<file path="config.mk">
export PLATFORM = sky130hd
export DESIGN_NAME = alu_exec_ctrl
export DESIGN_NICKNAME = d
export VERILOG_FILES = /design/src/rtl/alu_exec_ctrl_pkg.sv /design/src/rtl/alu_exec_ctrl_regfile.sv /design/src/rtl/alu_exec_ctrl.sv
export SDC_FILE = /design/constraint.sdc
export NUM_CORES = 1
export LEC_CHECK = 0
export CAP_MARGIN = 25
export CORE_MARGIN = 5
export CORE_UTILIZATION = 30
export DETAILED_ROUTE_END_ITERATION = 10
export PLACE_DENSITY = 0.57
export SETUP_SLACK_MARGIN = 0.05
export SLEW_MARGIN = 20
export SYNTH_ARGS = -nofsm -noshare
export SYNTH_HDL_FRONTEND = slang
export SYNTH_SLANG_ARGS = --single-unit
export TNS_END_PERCENT = 1
</file>
<file path="constraint.sdc">
create_clock -name clk -period 4.2 [get_ports clk]
set_clock_uncertainty 0.15 [all_clocks]
set_input_delay 0.84 -clock clk [delete_from_list [all_inputs] [get_ports clk]]
set_output_delay 0.84 -clock clk [all_outputs]
set_load 0.01 [all_outputs]
</file>
<file path="src/rtl/alu_exec_ctrl_pkg.sv">
// Shared constants for the execute-stage controller: opcodes, flag bit
// positions, FSM encoding and default sizing.
package alu_exec_ctrl_pkg;

  localparam int NREGS_DEF   = 8;
  localparam int ALU_LAT_DEF = 2;

  localparam logic [7:0] OP_LOAD = 8'h00;
  localparam logic [7:0] OP_ADD  = 8'h01;
  localparam logic [7:0] OP_SUB  = 8'h02;
  localparam logic [7:0] OP_MUL  = 8'h03;
  localparam logic [7:0] OP_AND  = 8'h04;
  localparam logic [7:0] OP_OR   = 8'h05;
  localparam logic [7:0] OP_XOR  = 8'h06;
  localparam logic [7:0] OP_NOT  = 8'h07;
  localparam logic [7:0] OP_INC  = 8'h08;
  localparam logic [7:0] OP_DEC  = 8'h09;
  localparam logic [7:0] OP_ROL  = 8'h0A;
  localparam logic [7:0] OP_SHL  = 8'h0B;
  localparam logic [7:0] OP_SHR  = 8'h0C;
  localparam logic [7:0] OP_CMP  = 8'h0D;

  localparam int ZF = 0;
  localparam int CF = 1;
  localparam int SF = 2;
  localparam int PF = 3;
  localparam int OF = 6;

  localparam logic [0:0] S_IDLE = 1'b0;
  localparam logic [0:0] S_WAIT = 1'b1;

endpackage

</file>
<file path="src/rtl/alu_exec_ctrl_regfile.sv">
// NREGS x 8 register file: one write port, three combinational read ports.
module alu_regfile
  import alu_exec_ctrl_pkg::*;
#(
  parameter int NREGS = NREGS_DEF,
  parameter int AW    = $clog2(NREGS)
) (
  input  logic          clk,
  input  logic          rst,
  input  logic          we,
  input  logic [AW-1:0] waddr,
  input  logic [7:0]    wdata,
  input  logic [AW-1:0] raddr_a,
  input  logic [AW-1:0] raddr_b,
  input  logic [AW-1:0] raddr_d,
  output logic [7:0]    rdata_a,
  output logic [7:0]    rdata_b,
  output logic [7:0]    rdata_d
);

  logic [NREGS-1:0][7:0] mem;

  always_ff @(posedge clk or posedge rst) begin
    if (rst)     mem        <= '0;
    else if (we) mem[waddr] <= wdata;
  end

  assign rdata_a = mem[raddr_a];
  assign rdata_b = mem[raddr_b];
  assign rdata_d = mem[raddr_d];

endmodule

</file>
<file path="src/rtl/alu_exec_ctrl.sv">
// Execute-stage controller: issues one decoded instruction to the external
// ALU, waits out its latency, then writes back the result and flags.
module alu_exec_ctrl
  import alu_exec_ctrl_pkg::*;
#(
  parameter int NREGS   = NREGS_DEF,
  parameter int ALU_LAT = ALU_LAT_DEF,
  parameter int AW      = $clog2(NREGS)
) (
  input  logic          clk,
  input  logic          rst,
  input  logic          instr_valid,
  output logic          instr_ready,
  input  logic [7:0]    opcode,
  input  logic [AW-1:0] rd,
  input  logic [AW-1:0] rs1,
  input  logic [AW-1:0] rs2,
  input  logic          use_imm,
  input  logic [7:0]    imm,
  output logic [7:0]    alu_a,
  output logic [7:0]    alu_b,
  output logic [7:0]    alu_sel,
  input  logic [7:0]    alu_x,
  input  logic [7:0]    alu_flags,
  output logic [7:0]    flags_q,
  output logic          done,
  output logic          busy,
  input  logic [AW-1:0] dbg_addr,
  output logic [7:0]    dbg_data
);

  localparam int CNT_W = $clog2(ALU_LAT + 1);

  logic [0:0]       state;
  logic [CNT_W-1:0] cnt;
  logic [AW-1:0]    rd_q;
  logic             cmp_q;
  logic [7:0]       rs1_data, rs2_data;
  logic             accept, capture;
  logic             we;
  logic [AW-1:0]    waddr;
  logic [7:0]       wdata;

  assign instr_ready = (state == S_IDLE);
  assign busy        = (state == S_WAIT);
  assign accept      = instr_ready && instr_valid;
  assign capture     = busy && (cnt == CNT_W'(ALU_LAT));

  // Loads write at accept, ALU ops at capture; the two never coincide.
  always_comb begin
    we    = 1'b0;
    waddr = rd;
    wdata = imm;
    if (accept && opcode == OP_LOAD) begin
      we = 1'b1;
    end else if (capture && !cmp_q) begin
      we    = 1'b1;
      waddr = rd_q;
      wdata = alu_x;
    end
  end

  alu_regfile #(.NREGS(NREGS), .AW(AW)) u_rf (
    .clk     (clk),
    .rst     (rst),
    .we      (we),
    .waddr   (waddr),
    .wdata   (wdata),
    .raddr_a (rs1),
    .raddr_b (rs2),
    .raddr_d (dbg_addr),
    .rdata_a (rs1_data),
    .rdata_b (rs2_data),
    .rdata_d (dbg_data)
  );

  always_ff @(posedge clk or posedge rst) begin
    if (rst) begin
      state   <= S_IDLE;
      cnt     <= '0;
      rd_q    <= '0;
      cmp_q   <= 1'b0;
      alu_a   <= '0;
      alu_b   <= '0;
      alu_sel <= '0;
      flags_q <= '0;
      done    <= 1'b0;
    end else begin
      done <= 1'b0;
      case (state)
        S_IDLE: if (instr_valid) begin
          if (opcode == OP_LOAD) begin
            done <= 1'b1;
          end else begin
            alu_a   <= rs1_data;
            alu_b   <= use_imm ? imm : rs2_data;
            alu_sel <= opcode;
            rd_q    <= rd;
            cmp_q   <= (opcode == OP_CMP);
            cnt     <= '0;
            state   <= S_WAIT;
          end
        end
        S_WAIT: begin
          cnt <= cnt + 1'b1;
          if (capture) begin
            flags_q <= alu_flags;
            alu_sel <= '0;
            done    <= 1'b1;
            state   <= S_IDLE;
          end
        end
        default: state <= S_IDLE;
      endcase
    end
  end

endmodule

</file>
Word level (Yosys, flattened, before mapping)
Index checks and enable logic that the tools add are counted.
- input bits: 48
- logic and storage cells: 72
- flip-flop bits (word level): 104
- output and inout bits: 43
- multiplexer cells: 31
- eq/ne operators: 5
- $lt $le $gt $ge: 5
- reductions and logical operators: 11
- add/sub/neg operators: 1
- bitwise operators: 2
- operators with widths (kind ; count):
    $mux 8 ; 10
    $bmux 8 s3 ; 3
    $bwmux 64 ; 1
    $demux 8 s3 ; 1
    $lt 3x4->1 const B ; 4
    $pmux 8 s2 ; 1
    $eq 8x4->1 const B ; 1
    $logic_not 8->1 ; 1
    $mux 1 ; 8
    $mux 3 ; 2
    $reduce_and 3->1 ; 2
    $logic_and 1x1->1 ; 5
    $mux 2 ; 2
    $ne 2x2->1 const B ; 2
    $pmux 1 s2 ; 2
    $pmux 2 s2 ; 1
    $reduce_and 2->1 ; 2
    $ge 3x1->1 const B ; 1
    $add 2x1->2 const B ; 1
    $eq 2x2->1 const B ; 1
    $ne 2x1->1 const B ; 1
    $not 1->1 ; 2
    $logic_not 1->1 ; 1

Logic depth before layout (Yosys ltp)
Gate-level depths: netlist (run 1).
- depth in word-level cells: 10
- gate-level depth with buffers: 7
- depth with buffers taken out: 6

Hierarchy
Synthesis (run 1) repeated with hierarchy kept, for this count alone.
- cell total of the unflattened synthesis: 372
- area, all modules: 6020.8 um^2
- by module, submodules not included (module ; area each (um^2) ; cells each ; times used ; sequential area each (um^2)):
    alu_regfile ; 4090.2 ; 231 ; 1 ; 1601.5
    alu_exec_ctrl ; 1930.6 ; 141 ; 1 ; 1001.0

Least setup slack after synthesis (run 1)
No wires, ideal clock.
- path type: input to output
- from: input port dbg_addr[0]
- to: output port dbg_data[0]
- slack: 1035 ps
- data arrival time: 2175 ps
- path buffers: 2
- required time: 3210 ps
- stages on the path: 4
- cell sequence: buf_2 -> buf_2 -> mux4_2 -> mux2_2
- word-level cells in the longest chain between the ends: 2
- RTL lines (element ; line ; source):
    start, declared ; alu_exec_ctrl.sv:28 ; input logic [AW-1:0] dbg_addr,
    $bmux 8 s3 ; alu_exec_ctrl_regfile.sv:30 ; assign rdata_d = mem[raddr_d];
    $mux 8 (not written as such) ; alu_exec_ctrl_regfile.sv:30 ;
    end, declared ; alu_exec_ctrl.sv:29 ; output logic [7:0] dbg_data
Every way passes these cells. The select of a mux whose other input is x is not followed.

Final worst setup path (run 1)
- from: input port dbg_addr[0]
- to: output port dbg_data[7]
Same word-level chain as after synthesis.

==> results of run 1 <==
## state kept, by name, indices dropped and copies added, names as in the netlist
signal and flops:
done 1, alu_sel 8, rd_q 3, alu_a 8, alu_b 8, flags_q 8, u_rf.mem 64, busy 1
cnt 2, cmp_q 1
## layer usage
| layer | part of all wire (%) | GRT usage, % |
|---|---|---|
| met5 | 0 | 0 |
| met4 | 1.0 | 3.46 |
| met3 | 4.0 | 3.41 |
| met2 | 49 | 23.8 |
| met1 | 46 | 19.3 |
## metrics by stage
stage / cell area [um^2] / instances
5_1_grt: 7320 / 754
4_1_cts: 7320 / 754
6_report: 7320 / 754
2_1_floorplan: 5770 / 402
3_5_place_dp: 7000 / 738
3_3_place_gp: 6970 / 736
## power by group through the flow
stage | clock network, uW | registers, uW | logic (uW)
floorplan | 0 | 1830 | 1250
global placement | 0 | 1870 | 1980
detailed placement | 0 | 1890 | 2030
CTS | 936 | 1880 | 2040
global route | 974 | 1950 | 2170
finish | 908 | 1880 | 2010
## critical path: stages
cell and delay, ns:
clkdlybuf4s50_1 0.51, buf_12 0.20, mux4_2 0.52, mux2_2 0.27, clkdlybuf4s50_1 0.50
## area by class of cell
class                   instances  area share [%]
clock buffers                  10            3.26
clock inverters                 6            1.13
inverters                       3           0.188
multi-input cells             269            41.5
flip-flops and latches        104            35.5
well taps                     260            4.44
repair buffers                102            13.9
## worst paths after layout
| check | startpoint | end | slack (ns) | cells past startpoint |
|---|---|---|---|---|
| setup / recovery | dbg_addr[0] | dbg_data[7] | 0.36 | 5 |
| hold / removal | alu_a[2] | alu_a[2] | 0.33 | 2 |
| setup reg to reg | cnt[0] | u_rf.mem[29] | 1.41 | 7 |
| hold reg to reg | alu_a[2] | alu_a[2] | 0.33 | 2 |
| max in group asynchronous | rst | alu_b[0] | 2.30 | 4 |
| min in group asynchronous | rst | u_rf.mem[16] | 0.74 | 2 |
## cells by family after synthesis
| kind of cell | after synthesis |
|---|---|
| flip-flops | 104 |
| multiplexers | 164 |
| AND/OR/NAND/NOR | 68 |
| adder cells (fa/ha/maj) | 1 |
| AO/OA/AOI/OAI | 36 |
| buffers and inverters | 29 |
## synth_stat cells, types with 2 or more instances
master and instances:
nand3_1 4, mux2_1 6, buf_2 11, nor4_4 2
a21oi_1 2, nor2b_1 4, mux4_2 48, o21ai_0 21
mux2i_1 18, nor2_1 2, mux2_2 92, nand2_1 47
clkbuf_1 11, inv_1 3, buf_1 4, dfrtp_1 104
a21oi_4 7
==> key figures, run 1 <==
Final layout
  • Ratio of cells with drive above 1 in the final layout: 37.2%
  • Post-Route Utilization: 38.9%
  • Layout area overhead: 27.0%
  • FILL cells: 1,775
  • Most frequent cells in the layout: dfrtp_1, mux2_2, clkdlybuf4s50_1
  • Area occupied by multi-input gates: 3040 um^2
  • Sequential Area: 2600 um^2
  • Final nets: 538
  • Ant. Diodes: 0
  • Leading cell type in the layout, fill and taps excluded: dfrtp_1

Timing
  • Endpoints failing setup: 0
  • Crit path time final: 3.84 ns
  • Max-slew headroom: 38.6%
  • Worst Max-Slew Pin Slew: 0.918 ns
  • Max Clock Freq: 0.260 GHz
  • RSZ-0062 raised after global routing: false
  • Fin worst setup slack: 0.358 ns
  • Final Hold Fails: 0
  • Final Hold Slack: 0.330 ns
  • Fin crit share: 91.5%
  • Pins Over Slew Limit: 0
  • Setup TNS: 0 ns

Clocking
  • H-tree levels: 3
  • CTS hold repair buffers: 0
  • Clock slew at reported path FFs: 0.06 ns
  • Resize count post-CTS: 0
  • Clock Latency Late Sink: 0.35 ns
  • Root Buffer: clkbuf_16
  • Clk sinks: 104
  • Post-CTS setup buffer count: 0
  • CTS buffer count: 9
  • Max Buffers Root-to-Sink: 2
  • TritonCTS clock tree: yes

Routing
  • Post-DR vias/cell: 5.03
  • Drt first pass iters: 4
  • Drt drc: 0
  • DRT iter0 DRCs: 248
  • Total Routed Length: 15,400 um
  • Average wire per standard cell: 20.4 um
  • Number of routed nets with antenna violations: 0
  • DR vias: 3,792

Global routing
  • Vias in the first global route: 3,976
  • Pin count of the biggest net entering global routing: 47
  • Grt total ovfl: 0
  • Gr usage total: 14.4%
  • First-pass GRT wire length: 24,200 um
  • Initial antenna violation count: 0

Synth
  • Synth top area cells: dfrtp_1, mux4_2, mux2_2, mux2i_1, nand2_1
  • Post-synthesis compound-gate area fraction: 5.01%
  • Post-synthesis cell count: 402
  • Syn nets: 451
  • Synth Area in Adders: 0.217%
  • Multiplexer share of the synthesized area: 41.0%
  • Post-Synth Simple-Gate Area: 6.49%
  • Synth top area share: 45.1%
  • Largest family of logic cells by synthesized area: multiplexers
  • #FFs+latches synth: 104
  • Register area share after synthesis: 45.1%
  • Synth area leader: dfrtp_1
  • XOR/XNOR Fraction of Synth Area: 0%
  • Yosys warning count: 0
  • Post-synth EDFFs: 0
  • Mapped Avg Cell Area: 14.3 um^2
  • Synth async-reset ratio: 100%
  • Library cells used by synthesis: 33
  • Prevailing post-synth register cell: dfrtp_1
  • Post-Syn Area: 5770 um^2

Floorplan
  • Ports: 91
  • Core region area: 18,800 um^2
  • Width of the die: 149 um
  • Starting Density: 30.6%
  • Die footprint: 22,100 um^2
  • Die height: 149 um
  • Row count: 50

Setup path
  • Crit. End Element: output port
  • Critical-path maximum fanout: 16
  • Critical Path RT: 3.21 ns
  • CP Launch Type: input pin
  • CP Class: in -> out
  • Crit path DAT: 2.85 ns

Flow run
  • Maxcap violations: 0

Placement
  • GPL Wtd Cong: 0.798
  • I/O Buffers: 90
  • Setup WS pre-CTS: 0.335 ns
  • DP HPWL: 10,800 um

Pwr
  • Sw Share: 32.1%
  • Combinational Power Share: 41.9%
  • Share of power burned in the clock network: 18.9%
  • Cell-internal power: 3260 uW
  • Cell area power density: 655 nW/um^2
  • Switch Pwr: 1540 uW
  • Overall power: 4800 uW
  • Max IR drop VDD: 0.000227 V
  • Sequential share of power: 39.2%
  • Leakage: 0.00296 uW

Hold path
  • Worst Hold Class: reg -> reg

Status
  • Run status: finished, final reports clean
No activity file was read; power rests on OpenSTA's default activity.
==> inputs of run 2 (changes only) <==
--- a/config.mk
+++ b/config.mk
@@ -6,6 +6,7 @@
 export NUM_CORES = 1
 export LEC_CHECK = 0
 export CAP_MARGIN = 25
+export CORE_ASPECT_RATIO = 1.1
 export CORE_MARGIN = 5
 export CORE_UTILIZATION = 30
 export DETAILED_ROUTE_END_ITERATION = 10
==> run 2 against run 1 <==
  * Critical endpoint is now dbg_data[2]
  * Final area barely moved
  * Sequential cell count did not move
  * Clock power rose by 1%
  * Critical path type unchanged
  * Largest cell class unchanged
  * Combinational power barely moved
==> key figures, run 2 (synthesis results as in run 1) <==
Status
  • Run status: finished, final reports clean

Pwr
  • Cell-internal power: 3280 uW (+0.64%)
  • Switch Pwr: 1530 uW (-0.97%)
  • Cell area power density: 656 nW/um^2 (+0.17%)
  • Sequential share of power: 39.3% (about the same)
  • Max IR drop VDD: 0.000277 V (+22%)
  • Overall power: 4800 uW (+0.12%)
  • Leakage: 0.00296 uW (+0.19%)
  • Sw Share: 31.8% (-0.35 points)
  • Combinational Power Share: 41.5% (-0.4 points)
  • Share of power burned in the clock network: 19.2% (+0.3 points)

Timing
  • Setup TNS: 0 ns (unchanged)
  • Pins Over Slew Limit: 0 (unchanged)
  • Fin crit share: 92.0% (+0.54 points)
  • Worst Max-Slew Pin Slew: 0.967 ns (+0.0487 ns)
  • RSZ-0062 raised after global routing: false
  • Final Hold Slack: 0.334 ns (+0.00410 ns)
  • Crit path time final: 3.86 ns (+0.0227 ns)
  • Max Clock Freq: 0.259 GHz (-0.59%)
  • Endpoints failing setup: 0 (unchanged)
  • Final Hold Fails: 0 (unchanged)
  • Max-slew headroom: 35.4% (-3.3 points)

Placement
  • GPL Wtd Cong: 0.846 (+6.0%)
  • Placed Area: 6980 um^2 (-0.34%)
  • DP Cell Count: 725 (-1.8%)
  • I/O Buffers: 90 (unchanged)
  • DP HPWL: 10,700 um (-0.65%)

Clocking
  • Clock Latency Late Sink: 0.35 ns (about the same)
  • Post-CTS setup buffer count: 0 (unchanged)
  • Clk sinks: 104 (unchanged)
  • Clock slew at reported path FFs: 0.07 ns (about the same)
  • CTS buffer count: 9 (unchanged)
  • Root Buffer: clkbuf_16
  • Max Buffers Root-to-Sink: 2 (unchanged)
  • TritonCTS clock tree: yes
  • Resize count post-CTS: 0 (unchanged)
  • H-tree levels: 3 (unchanged)
  • CTS hold repair buffers: 0 (unchanged)

Global routing
  • Gr usage total: 14.4% (about the same)
  • First-pass GRT wire length: 24,300 um (+0.23%)
  • Pin count of the biggest net entering global routing: 68 (+45%)
  • Initial antenna violation count: 0 (unchanged)
  • Grt total ovfl: 0 (unchanged)
  • Vias in the first global route: 4,144 (+4.2%)

Routing
  • DR vias: 3,756 (-0.95%)
  • Post-DR vias/cell: 5.07 (+0.79%)
  • Drt first pass iters: 4 (unchanged)
  • Total Routed Length: 15,400 um (+0.14%)
  • DRT iter0 DRCs: 185 (-25%)
  • Drt drc: 0 (unchanged)
  • Number of routed nets with antenna violations: 0 (unchanged)
  • Average wire per standard cell: 20.8 um (+1.9%)

Final layout
  • Post-route cell area: 7320 um^2 (about the same)
  • Ant. Diodes: 0 (unchanged)
  • Sequential Area: 2600 um^2 (unchanged)
  • Finished Layout Cells: 741 (-1.7%)
  • Top reg by flops: u_rf.mem
  • FILL cells: 1,787 (+0.68%)
  • Final nets: 539 (+0.19%)
  • Leading cell type in the layout, fill and taps excluded: dfrtp_1
  • Max reg flops: 64 (unchanged)
  • Layout area overhead: 27.0% (about the same)
  • Ratio of cells with drive above 1 in the final layout: 37.0% (-0.20 points)
  • Area occupied by multi-input gates: 3040 um^2 (unchanged)
  • Most frequent cells in the layout: dfrtp_1, mux2_2, clkdlybuf4s50_1

Setup path
  • Critical path's most frequent cell: clkdlybuf4s50_1
  • Worst setup path endpoint: dbg_data[2]
  • Critical Path RT: 3.21 ns (about the same)
  • Slowest-stage cell, CP: clkdlybuf4s50_1
  • Reg2reg end: u_rf.mem[16]
  • Critical-path maximum fanout: 16 (unchanged)
  • Worst setup startpoint: dbg_addr[0]
  • Flop-to-flop setup slack: 1.20 ns (-0.21 ns)
  • Slowest cell delay on critical path: 0.53 ns (about the same)
  • Cell chain of the critical path: clkdlybuf4s50_1, buf_12, mux4_2, mux2_2, clkdlybuf4s50_1
  • Crit. End Element: output port
  • CP Launch Type: input pin
  • R2r startpoint: cnt[0]
  • Crit path DAT: 2.87 ns (+0.02 ns)
  • CP Class: in -> out
  • Cells on worst reg2reg path: 7 (unchanged)

Hold path
  • Hold Crit Depth: 2 (unchanged)
  • Worst Hold Class: reg -> reg

Flow run
  • Maxcap violations: 0 (unchanged)

Floorplan
  • Ports: 91 (unchanged)
  • Starting Density: 30.3% (-0.32 points)
  • Core region area: 19,000 um^2 (+1.1%)
  • Row count: 53 (+6.0%)
  • Die height: 155 um (+4.6%)
  • Width of the die: 142 um (-4.3%)
  • Die footprint: 22,100 um^2 (about the same)
==> run 2: cell count changes in the layout (fill, tap and decap cells not counted) <==
cell,delta
buf_16,-1
clkinvlp_4,-1
clkinv_2,-2
clkbuf_1,+1
clkbuf_8,+1
buf_12,+2
==> run 2: power groups by stage <==
stage | Sequential (uW) | Combinational (uW) | Clock (uW)
2_1_floorplan | 1830 | 1250 | 0
3_3_place_gp | 1860 | 1980 | 0
3_5_place_dp | 1900 | 2020 | 0
4_1_cts | 1890 | 2030 | 948
5_1_grt | 1960 | 2170 | 981
6_report | 1890 | 1990 | 921
==> run 2: cell type report <==
type	count	area share (%)
timing repair buffer	103	14.1
clock buffer	12	3.50
multi-input combinational	269	41.5
tap	247	4.22
clock inverter	3	0.889
inverter	3	0.188
sequential	104	35.5
==> run 2: how the worst min path moves through the flow <==
stage | startpoint | endpoint | slack [ns]
after global placement | alu_b[2] | alu_b[2] | 0.32
after detailed placement | alu_a[7] | alu_a[7] | 0.32
after global routing | alu_a[7] | alu_a[7] | 0.35
after CTS | alu_a[7] | alu_a[7] | 0.34
final | alu_a[7] | alu_a[7] | 0.33
after floorplan | cmp_q | cmp_q | 0.30
==> run 2: worst max-delay path: cells and delay by family <==
kind,cells,cell delay [ns]
buf+inv,3,1.26
mux,2,0.77
==> run 2: through the flow <==
stage                     util, %  setup WS [ns]
after floorplan                 -          0.478
after global placement       36.6          0.324
after detailed placement     36.7          0.321
after CTS                    38.4          0.315
after global routing         38.5          0.259
final                        38.5          0.336
==> run 2: routing by layer <==
metal / vias to the layer above / global-route usage, % / part of all wire, % / wire (um)
met3: 14 / 2.64 / 4.7 / 721
met4: 0 / 3.98 / 1.2 / 188
met2: 102 / 23.9 / 49 / 7620
li1: 1703 / - / - / -
met5: - / 0 / 0 / 0
met1: 1937 / 19.4 / 45 / 6910
==> inputs of run 3 (changes only) <==
--- a/config.mk
+++ b/config.mk
@@ -10,7 +10,8 @@
 export CORE_MARGIN = 5
 export CORE_UTILIZATION = 30
 export DETAILED_ROUTE_END_ITERATION = 10
-export PLACE_DENSITY = 0.57
+export MAX_ROUTING_LAYER = met4
+export PLACE_DENSITY = 0.54
 export SETUP_SLACK_MARGIN = 0.05
 export SLEW_MARGIN = 20
 export SYNTH_ARGS = -nofsm -noshare
==> run 3 against run 2 <==
  * Sequential cell count stayed put
  * First-iteration DRC count fell by 17%
  * Total power increased by 0.94%
  * Final area about the same
  * Largest power group unchanged
  * Register-to-register slack better by 0.24 ns
  * Die area stayed put
  * Final cell count stayed put
  * Fmax is 0.48% higher
  * Combinational power about the same
  * Clock power grew 4.2%
  * Hold slack got worse by 0.0025 ns
  * Largest cell class unchanged
  * Highest routed layer unchanged
==> key figures, run 3 (synthesis results as in run 1) <==
Setup path
  • Critical Path RT: 3.21 ns (about the same)
  • CP Launch Type: input pin
  • Critical-path maximum fanout: 16 (unchanged)
  • Crit path DAT: 2.86 ns (about the same)
  • CP Class: in -> out
  • Crit. End Element: output port

Global routing
  • Pin count of the biggest net entering global routing: 55 (-19%)
  • First-pass GRT wire length: 24,100 um (-0.51%)
  • Grt total ovfl: 0 (unchanged)
  • Gr usage total: 14.7% (+0.32 points)
  • Initial antenna violation count: 0 (unchanged)
  • Vias in the first global route: 4,028 (-2.8%)

Final layout
  • Area occupied by multi-input gates: 3040 um^2 (unchanged)
  • Max reg flops: 64 (unchanged)
  • Final nets: 538 (-0.19%)
  • Layout area overhead: 26.9% (about the same)
  • Ant. Diodes: 0 (unchanged)
  • Leading cell type in the layout, fill and taps excluded: dfrtp_1
  • Top reg by flops: u_rf.mem
  • Ratio of cells with drive above 1 in the final layout: 37.0% (unchanged)
  • Sequential Area: 2600 um^2 (unchanged)
  • FILL cells: 1,799 (+0.67%)
  • Finished Layout Cells: 741 (unchanged)
  • Most frequent cells in the layout: dfrtp_1, mux2_2, clkdlybuf4s50_1

Routing
  • Post-DR vias/cell: 5.06 (-0.13%)
  • DR vias: 3,751 (-0.13%)
  • Average wire per standard cell: 21.0 um (+0.59%)
  • Drt first pass iters: 4 (unchanged)
  • Drt drc: 0 (unchanged)
  • DRT iter0 DRCs: 154 (-17%)
  • Total Routed Length: 15,500 um (+0.59%)
  • Number of routed nets with antenna violations: 0 (unchanged)

Floorplan
  • Die height: 155 um (unchanged)
  • Starting Density: 30.3% (unchanged)
  • Die footprint: 22,100 um^2 (unchanged)
  • Row count: 53 (unchanged)
  • Core region area: 19,000 um^2 (unchanged)
  • Ports: 91 (unchanged)
  • Width of the die: 142 um (unchanged)

Pwr
  • Max IR drop VDD: 0.000234 V (-16%)
  • Leakage: 0.00296 uW (-0.16%)
  • Cell area power density: 663 nW/um^2 (+1.0%)

Timing
  • Final Hold Fails: 0 (unchanged)
  • Fin worst setup slack: 0.354 ns (+0.0183 ns)
  • Max-slew headroom: 50.5% (+15 points)
  • Setup TNS: 0 ns (unchanged)
  • Fin crit share: 91.6% (-0.44 points)
  • Endpoints failing setup: 0 (unchanged)
  • Worst Max-Slew Pin Slew: 0.735 ns (-0.231 ns)
  • RSZ-0062 raised after global routing: false
  • Max Clock Freq: 0.260 GHz (+0.48%)
  • Crit path time final: 3.85 ns (-0.0183 ns)
  • Pins Over Slew Limit: 0 (unchanged)

Clocking
  • Post-CTS setup buffer count: 0 (unchanged)
  • Max Buffers Root-to-Sink: 2 (unchanged)
  • Resize count post-CTS: 0 (unchanged)
  • Clock slew at reported path FFs: 0.07 ns (about the same)
  • Clock Latency Late Sink: 0.35 ns (about the same)
  • CTS hold repair buffers: 0 (unchanged)
  • H-tree levels: 3 (unchanged)
  • Clk sinks: 104 (unchanged)
  • CTS buffer count: 9 (unchanged)
  • TritonCTS clock tree: yes
  • Root Buffer: clkbuf_16

Placement
  • GPL Wtd Cong: 0.830 (-1.9%)
  • Setup WS pre-CTS: 0.328 ns (+0.00658 ns)
  • I/O Buffers: 90 (unchanged)
  • DP Cell Count: 725 (unchanged)
  • DP HPWL: 11,000 um (+2.6%)

Status
  • Run status: finished, final reports clean

Hold path
  • Worst Hold Class: reg -> reg

Flow run
  • Maxcap violations: 0 (unchanged)
==> run 3: cell count changes in the layout (fill, tap and decap cells not counted), sizes merged <==
| cell | previous run | this run |
|---|---|---|
| clkbuf | 12 | 10 |
| buf | 13 | 12 |
| bufinv | 2 | 3 |
| clkinv | 1 | 2 |
| clkinvlp | 0 | 1 |
==> run 3: metrics by stage <==
step | area (um^2) | utilization (%) | power (uW) | hold WS [ns]
floorplan | 5770 | - | 3090 | 0.303
global placement | 6970 | 36.6 | 3860 | 0.315
detailed placement | 6980 | 36.7 | 3930 | 0.323
CTS | 7320 | 38.4 | 4910 | 0.340
global route | 7320 | 38.4 | 5150 | 0.360
finish | 7320 | 38.4 | 4850 | 0.331
==> run 3: worst paths after layout <==
kind	slack (ns)	end	startpoint	cells after the start
setup / recovery	0.35	dbg_data[7]	dbg_addr[0]	5
hold / removal	0.33	alu_a[0]	alu_a[0]	2
max in group asynchronous	2.37	u_rf.mem[61]	rst	3
hold reg to reg	0.33	alu_a[0]	alu_a[0]	2
setup reg to reg	1.44	u_rf.mem[25]	cnt[0]	6
min in group asynchronous	0.81	flags_q[3]	rst	2
==> run 3: cell type report <==
class / instances / area share, %
Clock buffer: 10 / 3.13
Sequential cell: 104 / 35.6
Timing Repair Buffer: 102 / 13.9
Clock inverter: 6 / 1.47
Inverter: 3 / 0.188
Multi-Input combinational cell: 269 / 41.6
Tap cell: 247 / 4.22
==> run 3: power by group <==
group	internal (uW)	leakage, uW	switching [uW]
sequential	1480	0.00128	408
clock	581	0.000162	379
combinational	1240	0.00151	763
total	3300	0.00296	1550
==> run 3: routing by layer <==
layer	up-vias	share of wire, %	global-route usage, %
li1	1694	-	-
met1	1971	44	19.6
met2	71	51	23.6
met3	15	4.1	2.24
met4	0	1.4	4.07
met5	-	0	-
==> run 3: worst max-delay path, cell delays in order <==
cell	delay, ns
clkdlybuf4s50_1	0.51
buf_12	0.20
mux4_2	0.51
mux2_2	0.30
clkdlybuf4s50_1	0.48
